--- config.mk ---
export PLATFORM = sky130hd
export DESIGN_NAME = alu_rr_arbiter
export DESIGN_NICKNAME = d
export VERILOG_FILES = /design/src/rtl/alu_pkg.sv /design/src/rtl/alu_rr_arbiter_alu.sv /design/src/rtl/alu_rr_arbiter.sv
export SDC_FILE = /design/constraint.sdc
export NUM_CORES = 1
export LEC_CHECK = 0
export CORE_ASPECT_RATIO = 1.25
export CORE_MARGIN = 3
export CORE_UTILIZATION = 44
export DETAILED_ROUTE_END_ITERATION = 10
export GPL_ROUTABILITY_DRIVEN = 1
export PLACE_DENSITY = 0.72
export SETUP_SLACK_MARGIN = 0.4
export SYNTH_ARGS = -nofsm -noshare
export SYNTH_HDL_FRONTEND = slang
export SYNTH_SLANG_ARGS = --single-unit
--- constraint.sdc ---
create_clock -name clk -period 3.45 [get_ports clk]
set_clock_uncertainty 0.05 [all_clocks]
set_input_delay 0.69 -clock clk [delete_from_list [all_inputs] [get_ports clk]]
set_output_delay 0.69 -clock clk [all_outputs]
set_load 0.05 [all_outputs]
--- src/rtl/alu_pkg.sv ---
// Shared opcode constants, FSM state encoding and opcode legality helper
// for the round-robin ALU arbiter.
package alu_pkg;

    localparam logic [5:0] OP_ADD = 6'b100000;
    localparam logic [5:0] OP_SUB = 6'b100010;
    localparam logic [5:0] OP_AND = 6'b100100;
    localparam logic [5:0] OP_OR  = 6'b100101;
    localparam logic [5:0] OP_XOR = 6'b100110;
    localparam logic [5:0] OP_SRA = 6'b000011;
    localparam logic [5:0] OP_SRL = 6'b000010;
    localparam logic [5:0] OP_NOR = 6'b100111;

    localparam logic [1:0] ST_IDLE = 2'b00;
    localparam logic [1:0] ST_EXEC = 2'b01;
    localparam logic [1:0] ST_DONE = 2'b10;

    function automatic logic is_legal_op(input logic [5:0] code);
        case (code)
            OP_ADD, OP_SUB, OP_AND, OP_OR,
            OP_XOR, OP_SRA, OP_SRL, OP_NOR: return 1'b1;
            default:                        return 1'b0;
        endcase
    endfunction

endpackage

--- src/rtl/alu_rr_arbiter_alu.sv ---
// Combinational ALU shared by both requesters; unknown opcodes yield zero.
module alu
    import alu_pkg::*;
#(
    parameter int NB_DATA = 8,
    parameter int NB_CODE = 6
) (
    input  logic [NB_DATA-1:0] dato1,
    input  logic [NB_DATA-1:0] dato2,
    input  logic [NB_CODE-1:0] code,
    output logic [NB_DATA-1:0] result
);

    always_comb begin
        result = '0;
        case (code)
            NB_CODE'(OP_ADD): result = dato1 + dato2;
            NB_CODE'(OP_SUB): result = dato1 - dato2;
            NB_CODE'(OP_AND): result = dato1 & dato2;
            NB_CODE'(OP_OR):  result = dato1 | dato2;
            NB_CODE'(OP_XOR): result = dato1 ^ dato2;
            NB_CODE'(OP_NOR): result = ~(dato1 | dato2);
            // Shift counts at or beyond the width saturate to sign fill / zero.
            NB_CODE'(OP_SRA): result = $signed(dato1) >>> dato2;
            NB_CODE'(OP_SRL): result = dato1 >> dato2;
            default:          result = '0;
        endcase
    end

endmodule

--- src/rtl/alu_rr_arbiter.sv ---
// Two-requester round-robin front end for a shared ALU (IDLE/EXEC/DONE).
// Define ALU_ARB_BADOP_EN to add the err output flagging unlisted opcodes.
module alu_rr_arbiter
    import alu_pkg::*;
#(
    parameter int NB_DATA = 8,
    parameter int NB_CODE = 6
) (
    input  logic               clk,
    input  logic               rst_n,
    input  logic               req0_valid,
    output logic               req0_ready,
    input  logic [NB_DATA-1:0] req0_dato1,
    input  logic [NB_DATA-1:0] req0_dato2,
    input  logic [NB_CODE-1:0] req0_code,
    input  logic               req1_valid,
    output logic               req1_ready,
    input  logic [NB_DATA-1:0] req1_dato1,
    input  logic [NB_DATA-1:0] req1_dato2,
    input  logic [NB_CODE-1:0] req1_code,
    output logic               rsp0_valid,
    output logic               rsp1_valid,
    output logic [NB_DATA-1:0] rsp_data,
    output logic               busy
`ifdef ALU_ARB_BADOP_EN
    ,
    output logic               err
`endif
);

    logic [1:0]         state;
    logic               ptr;
    logic               owner_p0;
    logic [NB_DATA-1:0] dato1_p0;
    logic [NB_DATA-1:0] dato2_p0;
    logic [NB_CODE-1:0] code_p0;
    logic [NB_DATA-1:0] alu_res;
    logic               accept;

    // Pointer only breaks ties; a lone valid requester always wins.
    assign req0_ready = (state == ST_IDLE) && req0_valid && (!req1_valid || !ptr);
    assign req1_ready = (state == ST_IDLE) && req1_valid && (!req0_valid || ptr);
    assign accept     = req0_ready || req1_ready;
    assign busy       = (state != ST_IDLE);

    // Stage p0: operand capture at the accept edge.
    always_ff @(posedge clk) begin
        if (accept) begin
            dato1_p0 <= req1_ready ? req1_dato1 : req0_dato1;
            dato2_p0 <= req1_ready ? req1_dato2 : req0_dato2;
            code_p0  <= req1_ready ? req1_code  : req0_code;
        end
    end

    alu #(.NB_DATA(NB_DATA), .NB_CODE(NB_CODE)) u_alu (
        .dato1  (dato1_p0),
        .dato2  (dato2_p0),
        .code   (code_p0),
        .result (alu_res)
    );

    // Stage p1: result register and control FSM.
    always_ff @(posedge clk or negedge rst_n) begin
        if (!rst_n) begin
            state      <= ST_IDLE;
            ptr        <= 1'b0;
            owner_p0   <= 1'b0;
            rsp_data   <= '0;
            rsp0_valid <= 1'b0;
            rsp1_valid <= 1'b0;
        end else begin
            case (state)
                ST_IDLE: begin
                    if (accept) begin
                        owner_p0 <= req1_ready;
                        state    <= ST_EXEC;
                    end
                end
                ST_EXEC: begin
                    rsp_data   <= alu_res;
                    rsp0_valid <= !owner_p0;
                    rsp1_valid <= owner_p0;
                    state      <= ST_DONE;
                end
                ST_DONE: begin
                    rsp0_valid <= 1'b0;
                    rsp1_valid <= 1'b0;
                    ptr        <= !owner_p0;
                    state      <= ST_IDLE;
                end
                default: state <= ST_IDLE;
            endcase
        end
    end

`ifdef ALU_ARB_BADOP_EN
    always_ff @(posedge clk or negedge rst_n) begin
        if (!rst_n) begin
            err <= 1'b0;
        end else if (state == ST_EXEC) begin
            err <= !is_legal_op(6'(code_p0));
        end else begin
            err <= 1'b0;
        end
    end
`endif

endmodule

==> key figures <==
Floorplanning
  – Initial core utilization: 0.468
  – Die Area: 8260 um2
  – Rows: 33
  – # IOs: 61
  – Die H: 101 um
  – Die Wd: 81.9 um
  – Core footprint: 6770 um2

Synth
  – Most common cell in the synthesized netlist: nand2_1
  – Yosys top cell area share: 0.209
  – Mapped Cells: 383
  – Syn avg cell area: 8.27 um2
  – Sequential area share after synthesis: 0.319
  – Async SR Flop Fraction: 0.389
  – Synth warnings: 0
  – Mapped Nets: 461
  – Top cells by count, synth: 89 x nand2_1, 29 x ha_1, 29 x nor2_1, 24 x inv_1, 22 x edfxtp_1
  – Library cells used by synthesis: 54
  – Synth area leader: edfxtp_1
  – Seq cells post-synth: 36
  – Mapped Area: 3170 um2
  – Number of flops mapped to enable cells by yosys: 22
  – Largest cells by area after synthesis: edfxtp_1 21%, ha_1 11%, dfrtp_1 11%
  – Ys flop type: edfxtp_1

Placed design
  – Port Buffer Count: 60
  – Cell Area, Placed: 3860 um2
  – Dpl hpwl: 6680 um
  – DP Cell Count: 521
  – Routability cong.: 0.971

Clocking
  – CTS root buf: clkbuf_8
  – Post-CTS setup buffer count: 0
  – H-tree depth: 2
  – CTS clk-pin slew, worst paths: 0.07 ns
  – Clk Latency, worst-skew pair: 0.29 ns
  – CTS tree: built
  – Max clock buf depth: 2
  – Clk sink count: 36
  – Clock buffer count from CTS: 5

STA
  – Slew Viols, Final: 0
  – Hold slack: 0.444 ns
  – Final period utilization: 0.793
  – FMAX: 366 MHz
  – Max-slew headroom: 0.570
  – Hold Vio Cnt, Final: 0
  – Worst-Margin Slew: 0.643 ns
  – Period minus WS final: 2.74 ns
  – Final setup violation count: 0
  – Final setup TNS: 0 ns
  – RSZ-0062 raised after global routing: no

Global route
  – Total GRT Usage: 0.216
  – Vias in the first global route: 2874
  – First-pass GRT wire length: 13700 um
  – Initial antenna violation count: 0
  – Largest net degree at the start of global routing: 24
  – GRT overflow: 0

Critical path
  – CP Max Fanout: 5
  – CP startpoint: code_p0[0]$_DFFE_PP_
  – Startpoint Class: flop
  – RR Startpoint: code_p0[0]$_DFFE_PP_
  – Crit Reg-Reg Endpoint: rsp_data[7]$_DFFE_PN0N_
  – Worst Path Arrival: 2.86 ns
  – Cells on worst reg2reg path: 12
  – CP Capture Type: flop
  – CP Data Required Time: 3.58 ns
  – CP Capture Point: rsp_data[7]$_DFFE_PN0N_
  – Reg2reg setup slack: 0.71 ns
  – Worst Setup Path Type: flop to flop

Power
  – Power Total: 3050 uW
  – Leakage power: 0.00169 uW
  – Max IR drop VDD: 0.000427 V
  – Power Dens Cells: 773 nW/um2

Final layout
  – Nets: 519
  – Area growth syn-to-layout: 24.7%
  – Final non-filler cell total: 529
  – Share of layout cells above drive strength 1: 0.0611
  – Design Area, Final: 3950 um2
  – Antenna diodes: 0

Route
  – DRC Markers: 0
  – Detailed Route Iter0 Violations: 187
  – Via-to-Cell Ratio: 5.65
  – DR vias: 2989
  – Initial DRT Pass Iterations: 5
  – Routed length per instance: 15.9 um
  – Final WL: 8430 um
  – Routed Antenna Nets: 0

Flow run
  – Max Cap Violations: 0

Hold path
  – Hold depth: 1
  – Hold crit path type: flop to flop

Outcome
  – Status: completed
routing by layer:
layer / vias to the layer above / wire, um / GRT usage
met3: 36 / 480 / 0.0322
met5: - / 0 / 0
met2: 133 / 4070 / 0.352
met4: 0 / 472 / 0.136
met1: 1362 / 3410 / 0.264
li1: 1458 / - / -
worst min-delay path by stage:
stage | to | startpoint | slack, ns
floorplan | owner_p0$_DFFE_PN0P_ | rst_n | 0.34
global placement | ptr$_DFFE_PN0P_ | owner_p0$_DFFE_PN0P_ | 0.43
detailed placement | rsp_data[3]$_DFFE_PN0N_ | rsp_data[3]$_DFFE_PN0N_ | 0.43
CTS | rsp_data[3]$_DFFE_PN0N_ | rsp_data[3]$_DFFE_PN0N_ | 0.45
global route | ptr$_DFFE_PN0P_ | owner_p0$_DFFE_PN0P_ | 0.47
finish | rsp_data[3]$_DFFE_PN0N_ | rsp_data[3]$_DFFE_PN0N_ | 0.44
stage by stage:
step                       util  worst slack, ns
after detailed placement  0.570            0.650
after global routing      0.583            0.410
after global placement    0.570            0.659
after CTS                 0.582            0.633
after floorplan               -            0.570
final                     0.583            0.715
flip-flops by register name (all words and copies together) (netlist names):
signal      cells
rsp0_valid      1
rsp_data        8
dato1_p0        8
ptr             1
state           2
code_p0         6
dato2_p0        8
rsp1_valid      1
owner_p0        1
worst max-delay path: stages (launching register included):
cell and delay [ns]:
edfxtp_1 0.39, nor2b_1 0.32, nand3_1 0.24, nor2_1 0.14, a21o_1 0.13, inv_1 0.05
ha_1 0.26, nor2b_1 0.14, o2111ai_1 0.17, nand3_1 0.15, o41ai_1 0.34, xnor2_1 0.17
o21bai_1 0.08
what timing repair did:
action / 4_1_cts / 5_1_grt
resized for setup: 0 / 2
endpoints found under the setup margin: 0 / 2
hold endpoints to repair: 0 / 0
hold buffers: 0 / 0
cells in the final DEF, fill, tap and decap left out, types with 3 or more instances in the layout:
cell / instances
dfrtp_1: 14
xnor2_1: 18
nand2_1: 89
mux2i_1: 19
a31oi_1: 3
nor3_1: 6
edfxtp_1: 22
buf_4: 11
a21oi_1: 15
nor2_1: 27
nand3_1: 9
a211oi_1: 4
nand3b_1: 3
clkdlybuf4s50_1: 58
o211ai_1: 4
nor2b_1: 5
mux2_2: 4
ha_1: 29
o21ai_0: 20
a41oi_1: 3
clkbuf_8: 5
inv_1: 24
logic make-up after synthesis:
family                   count (synthesis)  synth area share
flip-flops                              36             0.319
AO/OA/AOI/OAI                           77             0.164
XOR/XNOR                                20            0.0553
AND/OR/NAND/NOR                        154             0.211
buffers and inverters                   43            0.0553
adder cells (fa/ha/maj)                 30             0.121
multiplexers                            23            0.0743
area by class of cell:
class / instances / area [um2]
Inverter: 25 / 93.8
Clock buffer: 7 / 76.3
Sequential cell: 36 / 1010
Tap cell: 87 / 109
Timing Repair Buffer: 69 / 663
Fill cell: 628 / 2820
Multi-Input combinational cell: 304 / 1990
Clock inverter: 1 / 5.00
report_power, final:
| group | switching [uW] | internal [uW] | leakage, uW |
|---|---|---|---|
| sequential | 194 | 653 | 0.000393 |
| clock | 142 | 142 | 0.0000422 |
| combinational | 1140 | 783 | 0.00126 |
| total | 1470 | 1580 | 0.00169 |
Note: power is estimated with default switching activity, not from simulation.
